### config.mk
export PLATFORM = sky130hd
export DESIGN_NAME = plic_kid_arb_scan_flat
export DESIGN_NICKNAME = d
export VERILOG_FILES = /design/src/rtl/plic_pkg.sv /design/src/rtl/plic_kid_arb_scan_if.sv /design/src/rtl/plic_arb_grp_cmp.sv /design/src/rtl/plic_kid_arb_scan.sv /design/src/flat_wrapper.sv
export SDC_FILE = /design/constraint.sdc
export NUM_CORES = 1
export LEC_CHECK = 0
export ABC_AREA = 0
export BUFFER_PORTS_ARGS = -buffer_cell sky130_fd_sc_hd__buf_4
export CORE_ASPECT_RATIO = 2
export CORE_MARGIN = 4
export CORE_UTILIZATION = 57
export DETAILED_ROUTE_END_ITERATION = 7
export PLACE_DENSITY_LB_ADDON = 0.3
export SLEW_MARGIN = 20
export SYNTH_ARGS = -nofsm -noshare
export SYNTH_HDL_FRONTEND = slang
export SYNTH_SLANG_ARGS = --single-unit
### constraint.sdc
create_clock -name kid_clk -period 24.6 [get_ports kid_clk]
set_input_delay 2.46 -clock kid_clk [delete_from_list [all_inputs] [get_ports kid_clk]]
set_output_delay 2.46 -clock kid_clk [all_outputs]
set_load 0.01 [all_outputs]
### src/rtl/plic_pkg.sv
// Constants shared by the PLIC arbitration slice.
// Holds the FSM state encoding, default widths and the reserved claim ID.
package plic_pkg;

    localparam int INT_NUM_DEF  = 32;
    localparam int ID_NUM_DEF   = 5;
    localparam int PRIO_BIT_DEF = 5;
    localparam int SCAN_W_DEF   = 8;

    // Claim ID 0 means "no interrupt" and is never granted.
    localparam int RSVD_ID = 0;

    typedef enum logic [1:0] {
        ARB_IDLE = 2'b00,
        ARB_SCAN = 2'b01,
        ARB_DONE = 2'b10
    } arb_state_e;

endpackage

### src/rtl/plic_kid_arb_scan_if.sv
// Links the kid stages and the hart register block to the arbiter.
// The hart side drives through the master modport; the arbiter uses slave.
interface plic_kid_arb_scan_if
    import plic_pkg::*;
#(
    parameter int INT_NUM  = INT_NUM_DEF,
    parameter int ID_NUM   = ID_NUM_DEF,
    parameter int PRIO_BIT = PRIO_BIT_DEF
);

    logic [INT_NUM-1:0]          kid_arb_int_req;
    logic [INT_NUM*PRIO_BIT-1:0] kid_arb_int_prio;
    logic [INT_NUM-1:0]          kid_arb_int_pulse;
    logic [INT_NUM-1:0]          hreg_arb_ie;
    logic [PRIO_BIT-1:0]         hreg_arb_threshold;
    logic                        hreg_arb_claim;
    logic                        hreg_arb_update;
    logic [ID_NUM-1:0]           arb_hreg_claim_id;
    logic [PRIO_BIT-1:0]         arb_hreg_claim_prio;
    logic                        arb_ctrl_int_vld;
    logic                        arb_busy;

    modport master (
        output kid_arb_int_req, kid_arb_int_prio, kid_arb_int_pulse,
        output hreg_arb_ie, hreg_arb_threshold, hreg_arb_claim, hreg_arb_update,
        input  arb_hreg_claim_id, arb_hreg_claim_prio, arb_ctrl_int_vld, arb_busy
    );

    modport slave (
        input  kid_arb_int_req, kid_arb_int_prio, kid_arb_int_pulse,
        input  hreg_arb_ie, hreg_arb_threshold, hreg_arb_claim, hreg_arb_update,
        output arb_hreg_claim_id, arb_hreg_claim_prio, arb_ctrl_int_vld, arb_busy
    );

endinterface

### src/rtl/plic_arb_grp_cmp.sv
// Combinational compare across one scan group.
// Returns the highest-priority candidate; ties go to the lowest index.
module plic_arb_grp_cmp #(
    parameter int SCAN_W   = 8,
    parameter int PRIO_BIT = 5,
    parameter int IDX_W    = $clog2(SCAN_W)
) (
    input  logic [SCAN_W-1:0]          i_cand,
    input  logic [SCAN_W*PRIO_BIT-1:0] i_prio,
    output logic [IDX_W-1:0]           o_idx,
    output logic [PRIO_BIT-1:0]        o_prio,
    output logic                       o_found
);

    // NOTE: every output gets a default before the loop, so no latch can be inferred.
    always_comb begin
        o_idx   = '0;
        o_prio  = '0;
        o_found = 1'b0;
        for (int j = 0; j < SCAN_W; j++) begin
            // The strict compare keeps the earlier (lower) index on a tie.
            if (i_cand[j] && (!o_found || (i_prio[j*PRIO_BIT +: PRIO_BIT] > o_prio))) begin
                o_found = 1'b1;
                o_idx   = IDX_W'(j);
                o_prio  = i_prio[j*PRIO_BIT +: PRIO_BIT];
            end
        end
    end

endmodule

### src/rtl/plic_kid_arb_scan.sv
// Grouped multi-cycle scan for the highest-priority enabled pending source.
// Publishes the winning claim ID and priority to the hart, and rescans on every trigger.
module plic_kid_arb_scan
    import plic_pkg::*;
#(
    parameter int INT_NUM  = INT_NUM_DEF,
    parameter int ID_NUM   = ID_NUM_DEF,
    parameter int PRIO_BIT = PRIO_BIT_DEF,
    parameter int SCAN_W   = SCAN_W_DEF
) (
    input  logic                 kid_clk,
    input  logic                 plicrst_b,
    plic_kid_arb_scan_if.slave   bus
);

    localparam int GRP_NUM = INT_NUM / SCAN_W;
    localparam int GRP_W   = (GRP_NUM > 1) ? $clog2(GRP_NUM) : 1;
    localparam int SCAN_LG = $clog2(SCAN_W);

    arb_state_e                 r_state, w_state_nxt;
    logic [GRP_W-1:0]           r_grp;
    logic [ID_NUM-1:0]          r_best_id, r_claim_id;
    logic [PRIO_BIT-1:0]        r_best_prio, r_claim_prio;
    logic                       r_retrig, r_supp, r_int_vld;

    logic                       w_trig, w_last, w_take;
    logic [INT_NUM-1:0]         w_cand;
    logic [SCAN_W-1:0]          w_grp_cand;
    logic [SCAN_W*PRIO_BIT-1:0] w_grp_prio_flat;
    logic [SCAN_LG-1:0]         w_grp_idx;
    logic [PRIO_BIT-1:0]        w_grp_prio, w_best_prio_nxt;
    logic                       w_grp_found;
    logic [ID_NUM-1:0]          w_grp_id, w_best_id_nxt;

    assign w_trig = (|bus.kid_arb_int_pulse) | bus.hreg_arb_update | bus.hreg_arb_claim;
    assign w_last = (r_grp == GRP_W'(GRP_NUM - 1));

    always_comb begin
        w_cand = '0;
        for (int i = RSVD_ID + 1; i < INT_NUM; i++) begin
            w_cand[i] = bus.kid_arb_int_req[i] & bus.hreg_arb_ie[i] &
                        (bus.kid_arb_int_prio[i*PRIO_BIT +: PRIO_BIT] > bus.hreg_arb_threshold);
        end
    end

    // Inputs are read live, so a source that changes mid-scan is seen if its group is still ahead.
    always_comb begin
        w_grp_cand      = '0;
        w_grp_prio_flat = '0;
        for (int g = 0; g < GRP_NUM; g++) begin
            if (r_grp == GRP_W'(g)) begin
                w_grp_cand      = w_cand[g*SCAN_W +: SCAN_W];
                w_grp_prio_flat = bus.kid_arb_int_prio[g*SCAN_W*PRIO_BIT +: SCAN_W*PRIO_BIT];
            end
        end
    end

    plic_arb_grp_cmp #(
        .SCAN_W   (SCAN_W),
        .PRIO_BIT (PRIO_BIT),
        .IDX_W    (SCAN_LG)
    ) u_grp_cmp (
        .i_cand  (w_grp_cand),
        .i_prio  (w_grp_prio_flat),
        .o_idx   (w_grp_idx),
        .o_prio  (w_grp_prio),
        .o_found (w_grp_found)
    );

    // Groups are visited in ascending order, so a strict compare keeps the lowest ID on a tie.
    assign w_grp_id        = {r_grp, w_grp_idx};
    assign w_take          = w_grp_found && (w_grp_prio > r_best_prio);
    assign w_best_id_nxt   = w_take ? w_grp_id   : r_best_id;
    assign w_best_prio_nxt = w_take ? w_grp_prio : r_best_prio;

    // NOTE: sequential state uses non-blocking assignments so every register samples pre-edge values.
    always_ff @(posedge kid_clk or negedge plicrst_b) begin
        if (!plicrst_b) r_state <= ARB_IDLE;
        else            r_state <= w_state_nxt;
    end

    always_comb begin
        w_state_nxt = r_state;
        case (r_state)
            ARB_IDLE: if (w_trig) w_state_nxt = ARB_SCAN;
            ARB_SCAN: if (w_last) w_state_nxt = ARB_DONE;
            ARB_DONE: w_state_nxt = (r_retrig || w_trig) ? ARB_SCAN : ARB_IDLE;
            default:  w_state_nxt = ARB_IDLE;
        endcase
    end

    always_ff @(posedge kid_clk or negedge plicrst_b) begin
        if (!plicrst_b) begin
            r_grp        <= '0;
            r_best_id    <= ID_NUM'(RSVD_ID);
            r_best_prio  <= '0;
            r_retrig     <= 1'b0;
            r_supp       <= 1'b0;
            r_claim_id   <= ID_NUM'(RSVD_ID);
            r_claim_prio <= '0;
            r_int_vld    <= 1'b0;
        end else begin
            if (r_state == ARB_SCAN) begin
                r_grp       <= r_grp + GRP_W'(1);
                r_best_id   <= w_best_id_nxt;
                r_best_prio <= w_best_prio_nxt;
                if (w_trig) r_retrig <= 1'b1;
                // A claim mid-scan voids this scan's result; the retrigger rescans afterwards.
                if (w_last)                   r_supp <= 1'b0;
                else if (bus.hreg_arb_claim)  r_supp <= 1'b1;
            end else begin
                r_grp       <= '0;
                r_best_id   <= ID_NUM'(RSVD_ID);
                r_best_prio <= '0;
                if (r_state == ARB_DONE) r_retrig <= 1'b0;
            end

            if (bus.hreg_arb_claim) begin
                r_claim_id   <= ID_NUM'(RSVD_ID);
                r_claim_prio <= '0;
                r_int_vld    <= 1'b0;
            end else if ((r_state == ARB_SCAN) && w_last && !r_supp) begin
                r_claim_id   <= w_best_id_nxt;
                r_claim_prio <= w_best_prio_nxt;
                r_int_vld    <= (w_best_id_nxt != ID_NUM'(RSVD_ID));
            end
        end
    end

    assign bus.arb_hreg_claim_id   = r_claim_id;
    assign bus.arb_hreg_claim_prio = r_claim_prio;
    assign bus.arb_ctrl_int_vld    = r_int_vld;
    assign bus.arb_busy            = (r_state != ARB_IDLE);

endmodule

### src/flat_wrapper.sv
// flat-port wrapper written by rule: the top's interface ports become plain ports
module plic_kid_arb_scan_flat import plic_pkg::*;
#(
    parameter int INT_NUM  = INT_NUM_DEF,
    parameter int ID_NUM   = ID_NUM_DEF,
    parameter int PRIO_BIT = PRIO_BIT_DEF,
    parameter int SCAN_W   = SCAN_W_DEF
)
  (kid_clk, plicrst_b, bus_kid_arb_int_req, bus_kid_arb_int_prio, bus_kid_arb_int_pulse, bus_hreg_arb_ie, bus_hreg_arb_threshold, bus_hreg_arb_claim, bus_hreg_arb_update, bus_arb_hreg_claim_id, bus_arb_hreg_claim_prio, bus_arb_ctrl_int_vld, bus_arb_busy);
  plic_kid_arb_scan_if #(.INT_NUM(INT_NUM), .ID_NUM(ID_NUM), .PRIO_BIT(PRIO_BIT)) bus_i ();
  input  logic kid_clk;
  input  logic plicrst_b;
  input wire logic [$bits(bus_i.kid_arb_int_req)-1:0] bus_kid_arb_int_req;
  input wire logic [$bits(bus_i.kid_arb_int_prio)-1:0] bus_kid_arb_int_prio;
  input wire logic [$bits(bus_i.kid_arb_int_pulse)-1:0] bus_kid_arb_int_pulse;
  input wire logic [$bits(bus_i.hreg_arb_ie)-1:0] bus_hreg_arb_ie;
  input wire logic [$bits(bus_i.hreg_arb_threshold)-1:0] bus_hreg_arb_threshold;
  input wire logic [$bits(bus_i.hreg_arb_claim)-1:0] bus_hreg_arb_claim;
  input wire logic [$bits(bus_i.hreg_arb_update)-1:0] bus_hreg_arb_update;
  output wire logic [$bits(bus_i.arb_hreg_claim_id)-1:0] bus_arb_hreg_claim_id;
  output wire logic [$bits(bus_i.arb_hreg_claim_prio)-1:0] bus_arb_hreg_claim_prio;
  output wire logic [$bits(bus_i.arb_ctrl_int_vld)-1:0] bus_arb_ctrl_int_vld;
  output wire logic [$bits(bus_i.arb_busy)-1:0] bus_arb_busy;
  assign bus_i.kid_arb_int_req = bus_kid_arb_int_req;
  assign bus_i.kid_arb_int_prio = bus_kid_arb_int_prio;
  assign bus_i.kid_arb_int_pulse = bus_kid_arb_int_pulse;
  assign bus_i.hreg_arb_ie = bus_hreg_arb_ie;
  assign bus_i.hreg_arb_threshold = bus_hreg_arb_threshold;
  assign bus_i.hreg_arb_claim = bus_hreg_arb_claim;
  assign bus_i.hreg_arb_update = bus_hreg_arb_update;
  assign bus_arb_hreg_claim_id = bus_i.arb_hreg_claim_id;
  assign bus_arb_hreg_claim_prio = bus_i.arb_hreg_claim_prio;
  assign bus_arb_ctrl_int_vld = bus_i.arb_ctrl_int_vld;
  assign bus_arb_busy = bus_i.arb_busy;
  plic_kid_arb_scan #(.INT_NUM(INT_NUM), .ID_NUM(ID_NUM), .PRIO_BIT(PRIO_BIT), .SCAN_W(SCAN_W)) u_core (.kid_clk(kid_clk), .plicrst_b(plicrst_b), .bus(bus_i));
endmodule
# Yosys cells after proc, flatten, opt, wreduce, memory -nomap -nowiden
# Cells that the tools add are included.
dict set report totals {
  input_bits 265
  register_bits 27
  elab_cells 209
}
dict set report classes {
  reduce_logical 37
  order_cmp 39
  n_mux 51
  addsub 1
  n_eq_ne 8
  bitwise_logic 64
}
# op n
set ops {}
lappend ops {{$gt 5x5->1} 39}
lappend ops {{$mux 40} 4}
lappend ops {{$mux 5} 16}
lappend ops {{$and 1x1->1} 62}
lappend ops {{$mux 8} 4}
lappend ops {{$reduce_or 32->1} 1}
lappend ops {{$mux 3} 6}
lappend ops {{$mux 1} 17}
lappend ops {{$logic_and 1x1->1} 10}
lappend ops {{$logic_not 1->1} 8}
lappend ops {{$logic_or 1x1->1} 8}
lappend ops {{$reduce_bool 2->1} 4}
lappend ops {{$eq 2x2->1 const B} 3}
lappend ops {{$mux 2} 3}
lappend ops {{$ne 2x1->1 const B} 3}
lappend ops {{$pmux 2 s3} 1}
lappend ops {{$reduce_and 2->1} 3}
lappend ops {{$reduce_bool 5->1} 1}
lappend ops {{$eq 2x1->1 const B} 2}
lappend ops {{$logic_not 2->1} 2}
lappend ops {{$add 2x1->2 const B} 1}
lappend ops {{$or 1x1->1} 2}

# Longest topological paths before layout
dict set report logic_depth {
  depth_word 41
  mapped_depth 90
}

# Hierarchy
# Synthesis repeated with hierarchy kept, for this count alone.
dict set report hier_totals {
  hier_cells 1049
  area_unflattened_um2 7926.4
}
# module n_inst area_each_um2 cells_per_inst
set modules_own_cells {}
lappend modules_own_cells {plic_kid_arb_scan 1 6175.9 815}
lappend modules_own_cells {plic_arb_grp_cmp 1 1750.4 234}

# Worst setup path after synthesis
# Ideal clock, no wire load.
dict set report synth_path {
  path_kind {input to register}
  from {input port bus_hreg_arb_threshold[4]}
  to {register u_core.r_int_vld, in the netlist u_core.bus.arb_ctrl_int_vld}
  cell_stages 84
  n_path_buf 2
  setup_ns 0.138
  t_arrival_ns 17.197
  setup_slack_ns 7.264
  path_cell_list {inv_1 > ha_1 > nand4_1 > o221a_2 > o32a_2 > nor3_1 > a21oi_1 > ha_1 > nor2b_1 > o21ai_0 > nand2b_1 > a211oi_1 > o31a_1 > or3_1 > nand2_1 > ha_1 > nor2b_1 > o21a_1 > (+48 left out) > o21a_1 > o22ai_1 > o41ai_1 > a22oi_2 > nand2_1 > a21oi_1 > nor2_1 > ha_1 > nor2b_1 > o21ai_0 > nand2b_1 > a21oi_1 > nor2b_1 > o22ai_1 > a41oi_1 > o311ai_0 > a221oi_1 > a31oi_1}
}
dict set report synth_between {
  elab_chain_len 40
}
# item line_no
set synth_rtl {}
lappend synth_rtl {{from (decl)} flat_wrapper.sv:17} ;# input wire logic [$bits(bus_i.hreg_arb_threshold)-1:0] bus_hreg_arb_threshold;
lappend synth_rtl {{$gt 5x5->1} plic_kid_arb_scan.sv:42} ;# (bus.kid_arb_int_prio[i*PRIO_BIT +: PRIO_BIT] > bus.hreg_arb_threshold);
lappend synth_rtl {{$and 1x1->1} plic_kid_arb_scan.sv:41} ;# w_cand[i] = bus.kid_arb_int_req[i] & bus.hreg_arb_ie[i] &
lappend synth_rtl {{$mux 8 (2 in a row)} plic_kid_arb_scan.sv:51} ;# if (r_grp == GRP_W'(g)) begin
lappend synth_rtl {{$mux 8 (*)} plic_kid_arb_scan.sv:51}
lappend synth_rtl {{$mux 5 / $mux 1 (equally long branches)} plic_arb_grp_cmp.sv:22} ;# if (i_cand[j] && (!o_found || (i_prio[j*PRIO_BIT +: PRIO_BIT] > o_prio))) begin
lappend synth_rtl {{$gt 5x5->1 / $logic_not 1->1 (equally long branches)} plic_arb_grp_cmp.sv:22}
lappend synth_rtl {{$logic_or 1x1->1} plic_arb_grp_cmp.sv:22}
lappend synth_rtl {{$logic_and 1x1->1} plic_arb_grp_cmp.sv:22}
lappend synth_rtl {{(+23 left out)} -}
lappend synth_rtl {{$logic_and 1x1->1} plic_arb_grp_cmp.sv:22}
lappend synth_rtl {{$mux 5} plic_arb_grp_cmp.sv:22}
lappend synth_rtl {{$gt 5x5->1} plic_kid_arb_scan.sv:72} ;# assign w_take = w_grp_found && (w_grp_prio > r_best_prio);
lappend synth_rtl {{$logic_and 1x1->1} plic_kid_arb_scan.sv:72}
lappend synth_rtl {{$mux 5 (*)} plic_kid_arb_scan.sv:73} ;# assign w_best_id_nxt = w_take ? w_grp_id : r_best_id;
lappend synth_rtl {{$reduce_bool 5->1 (*)} plic_kid_arb_scan.sv:125} ;# r_int_vld <= (w_best_id_nxt != ID_NUM'(RSVD_ID));
lappend synth_rtl {{$mux 1 (*)} plic_kid_arb_scan.sv:122} ;# end else if ((r_state == ARB_SCAN) && w_last && !r_supp) begin
lappend synth_rtl {{$mux 1 (*)} plic_kid_arb_scan.sv:118} ;# if (bus.hreg_arb_claim) begin
lappend synth_rtl {{to (signal assigned)} plic_kid_arb_scan.sv:125}
lappend synth_rtl {{to (decl)} plic_kid_arb_scan.sv:24} ;# logic r_retrig, r_supp, r_int_vld;
# Mark *: on every way between the ends. The rest lies on a longest branch, timed or not. The select of a mux whose other input is x is not followed.
# A chain may end at the register's enable or synchronous reset.

# Worst setup path after layout
# Same ends and word-level chain as after synthesis.

==> metrics.txt <==
Crit path top cell by count=sky130_fd_sc_hd__o21a_1; total die area=16170 µm²; layout-stage area growth over the synthesis result=28.19%; Die X-Extent=91.93 µm; setup repair after global routing missed its margin=no; mean cell area of the mapped netlist=7.470 µm²; total number of clock tree sinks=27; core box area=13890 µm²; global-route wire length before repair=46440 µm; pin count of the biggest net entering global routing=83; data arrival time at the worst-slack endpoint=20230 ps; cell area after technology mapping=8030 µm²; PostCTS Resize Cnt=0; Port-buffer cells=274; source-to-sink clock delay at the later pin of the worst-skew pair=270 ps; I/O pin count=277; Synth async-reset ratio=100.0%; EDFF count, synth=0; Min Hold Slack=487.4 ps; path class of the lowest-slack min-delay path=register to register; TritonCTS clock tree=done; fraction of the yosys area taken by sequential cells=8.414%; Worst-Margin Slew=1067 ps; global route overflow=0; largest stage delay on the critical path=820 ps; Avg WL per Cell=19.44 µm; drt total wl=29310 µm; final setup skew=2.183 ps; TritonCTS buffer count=3; number of setup violations in the final report=0; post-detailed-route via-to-cell ratio=6.380; startpoint types=input pin; DIE HEIGHT=175.9 µm; via count of the first global-routing pass=9912; via count=9621; All-Layer GR Usage=35.22%; Synth Net Count=1539; count of hold-fix buffers inserted at cts=0; Yosys cell types=71; initial drt markers=593; half-perimeter wire length after detailed placement=24250 µm; max frequency=49.77 MHz; root cell of the clock tree=sky130_fd_sc_hd__clkbuf_16; number of remaining DRC errors=0; Filler cells=1169; antenna violations before repair=0; CP max-delay cell=sky130_fd_sc_hd__a41oi_1; setup TNS=0 ps; critical register-to-register path startpoint=u_core.r_grp[0]$_DFF_PN0_; VDD IR max=0.00002446 V; post-layout net count=1784; required arrival time at the worst endpoint=24740 ps; slew margin rel.=27.94%; Synth Instances=1075; maximum root-to-sink buffer count=2; type of destination of the critical path=register; beginning of the critical path=bus_hreg_arb_threshold[4]; post-CTS setup-driven buffer insertion count=0; class of the most critical setup path=input pin to register; leakage power=5.306 nW; number of max-slew violations in the final report=0; status=completed; final critical-path required period=20090 ps; proportion of layout cells with a drive suffix above 1=24.18%; number of iterations in the first detailed-routing pass=5; diodes inserted=0; final-report hold violation count=0; start point of the worst hold path=u_core.bus.arb_hreg_claim_id[4]$_DFFE_PN0P_; flip-flop and latch count after synthesis=27; crit path max fanout=31; ANT nets after route=0; number of H-tree levels=1; final estimated routing congestion in global placement=0.9480; fraction of the cycle the final worst path needs=81.67%; number of warning messages in the yosys log=0; count of standard-cell rows=61; number of max-cap violations=0; clock edge transition at the registers on the reported setup and hold paths=70 ps; Post-synth top flop=sky130_fd_sc_hd__dfrtp_1; effective utilization at floorplan=57.81%; power per cell area=29.98 nW/µm²
-- worst max-delay path, delay by kind of cell --
kind                       cells  cell delay, ps
and+or+nand+nor               23            3410
adders and majority gates      9            2690
muxes                          1             380
AOI/OAI and AO/OA             48           10710
buffers and inverters          3             560
-- path summary, 6_finish.rpt --
kind | to | slack [ps] | cells past startpoint
worst max register to register | u_core.bus.arb_ctrl_int_vld$_DFFE_PN0P_ | 6190 | 82
worst min-delay path | u_core.bus.arb_hreg_claim_id[4]$_DFFE_PN0P_ | 490 | 2
worst min register to register | u_core.bus.arb_hreg_claim_id[4]$_DFFE_PN0P_ | 490 | 2
min in group asynchronous | u_core.r_retrig$_DFFE_PN0P_ | 2090 | 1
max in group asynchronous | u_core.r_best_prio[0]$_DFF_PN0_ | 22250 | 1
worst max-delay path | u_core.bus.arb_ctrl_int_vld$_DFFE_PN0P_ | 4510 | 84
-- synth_stat cells (4+ instances only) --
master	count	share of area (%)
sky130_fd_sc_hd__a2111oi_2	4	0.75
sky130_fd_sc_hd__a211oi_1	19	1.8
sky130_fd_sc_hd__a21boi_0	4	0.37
sky130_fd_sc_hd__a21o_1	28	2.6
sky130_fd_sc_hd__a21oi_1	104	6.5
sky130_fd_sc_hd__a221oi_1	16	1.7
sky130_fd_sc_hd__a22oi_1	31	2.9
sky130_fd_sc_hd__a31oi_1	23	1.8
sky130_fd_sc_hd__a32oi_1	5	0.55
sky130_fd_sc_hd__and2_1	5	0.39
sky130_fd_sc_hd__and3_1	24	1.9
sky130_fd_sc_hd__and4_1	5	0.55
sky130_fd_sc_hd__buf_1	7	0.33
sky130_fd_sc_hd__buf_2	13	0.81
sky130_fd_sc_hd__clkbuf_1	20	0.93
sky130_fd_sc_hd__dfrtp_1	27	8.4
sky130_fd_sc_hd__ha_1	199	31
sky130_fd_sc_hd__inv_1	83	3.9
sky130_fd_sc_hd__mux2i_1	4	0.50
sky130_fd_sc_hd__nand2_1	88	4.1
sky130_fd_sc_hd__nand2b_1	11	0.86
sky130_fd_sc_hd__nand3_1	40	2.5
sky130_fd_sc_hd__nand4_1	13	1.0
sky130_fd_sc_hd__nor2_1	70	3.3
sky130_fd_sc_hd__nor2b_1	30	2.3
sky130_fd_sc_hd__nor3_1	15	0.93
sky130_fd_sc_hd__nor4_1	10	0.78
sky130_fd_sc_hd__o2111ai_1	11	1.2
sky130_fd_sc_hd__o21a_1	19	1.8
sky130_fd_sc_hd__o21ai_0	56	3.5
sky130_fd_sc_hd__o21ai_1	5	0.31
sky130_fd_sc_hd__o21bai_1	10	0.93
sky130_fd_sc_hd__o221ai_1	4	0.44
sky130_fd_sc_hd__o22ai_1	10	0.78
sky130_fd_sc_hd__o31ai_1	6	0.56
sky130_fd_sc_hd__or3_1	6	0.47
-- layout make-up --
class	instances	area (µm²)	area share [%]
multi-input cells	922	6862	66.66
inverters	83	311.5	3.027
clock buffers	3	75.07	0.7293
flip-flops and latches	27	675.6	6.564
repair buffers	283	2125	20.64
clock inverters	1	8.758	0.08509
well taps	189	236.5	2.297
-- cells in the final DEF (no fill, tap or decap), types with 6 or more instances in the layout --
cell type,count
sky130_fd_sc_hd__nand2b_1,11
sky130_fd_sc_hd__or3_1,6
sky130_fd_sc_hd__o21a_1,19
sky130_fd_sc_hd__a31oi_1,23
sky130_fd_sc_hd__a211oi_1,19
sky130_fd_sc_hd__nor4_1,10
sky130_fd_sc_hd__dfrtp_1,27
sky130_fd_sc_hd__nor2_1,70
sky130_fd_sc_hd__o2111ai_1,11
sky130_fd_sc_hd__nor2b_1,29
sky130_fd_sc_hd__a21oi_1,104
sky130_fd_sc_hd__nand2_1,88
sky130_fd_sc_hd__o21bai_1,10
sky130_fd_sc_hd__nor3_1,15
sky130_fd_sc_hd__o31ai_1,6
sky130_fd_sc_hd__buf_4,283
sky130_fd_sc_hd__nand3_1,40
sky130_fd_sc_hd__a21o_1,28
sky130_fd_sc_hd__a221oi_1,16
sky130_fd_sc_hd__and3_1,24
sky130_fd_sc_hd__ha_1,196
sky130_fd_sc_hd__a22oi_1,31
sky130_fd_sc_hd__nand4_1,13
sky130_fd_sc_hd__o21ai_0,56
sky130_fd_sc_hd__inv_1,83
sky130_fd_sc_hd__o22ai_1,10
-- cells by family (layout without fill, tap and decap cells) --
| kind of cell | after synthesis | in the layout | synth area share [%] |
|---|---|---|---|
| buffers and inverters | 126 | 370 | 6.326 |
| adder cells (fa/ha/maj) | 199 | 199 | 31.01 |
| AO/OA/AOI/OAI | 387 | 387 | 32.89 |
| multiplexers | 7 | 7 | 0.9193 |
| AND/OR/NAND/NOR | 329 | 329 | 20.44 |
| flip-flops | 27 | 27 | 8.414 |
-- where the power goes --
group	switching [mW]	internal (mW)	total [mW]
combinational	0.114	0.0966	0.211
clock	0.0164	0.0225	0.0389
sequential	0.00640	0.0526	0.0590
-- flip-flops by register name, summed over array words and instances (netlist names) --
register / cells
u_core.bus.arb_hreg_claim_id: 5
u_core.bus.arb_hreg_claim_prio: 5
u_core.r_best_id: 5
u_core.r_best_prio: 5
u_core.r_grp: 2
u_core.r_state: 2
u_core.bus.arb_ctrl_int_vld: 1
u_core.r_retrig: 1
u_core.r_supp: 1
-- metal layers --
layer  global-route usage [%]  vias to the layer above  share of wire (%)
met3                    3.815                      128                6.2
met2                    63.77                      455                 50
met4                    21.28                        0                6.8
li1                         -                     4581                  -
met5                        0                        -                  0
met1                    38.68                     4457                 37
-- through the flow --
| step | cell area, µm² | total power [mW] | std cells | setup WS, ps | util [%] |
|---|---|---|---|---|---|
| after floorplan | 8030 | 0.1862 | 1075 | 7264 | - |
| after global placement | 10210 | 0.2564 | 1504 | 4977 | 73.50 |
| after detailed placement | 10210 | 0.2641 | 1504 | 4728 | 73.50 |
| after CTS | 10290 | 0.3048 | 1508 | 4960 | 74.10 |
| after global routing | 10290 | 0.3359 | 1508 | 3535 | 74.10 |
| final | 10290 | 0.3086 | 1508 | 4508 | 74.10 |
Power figures use the tool's default switching activity.
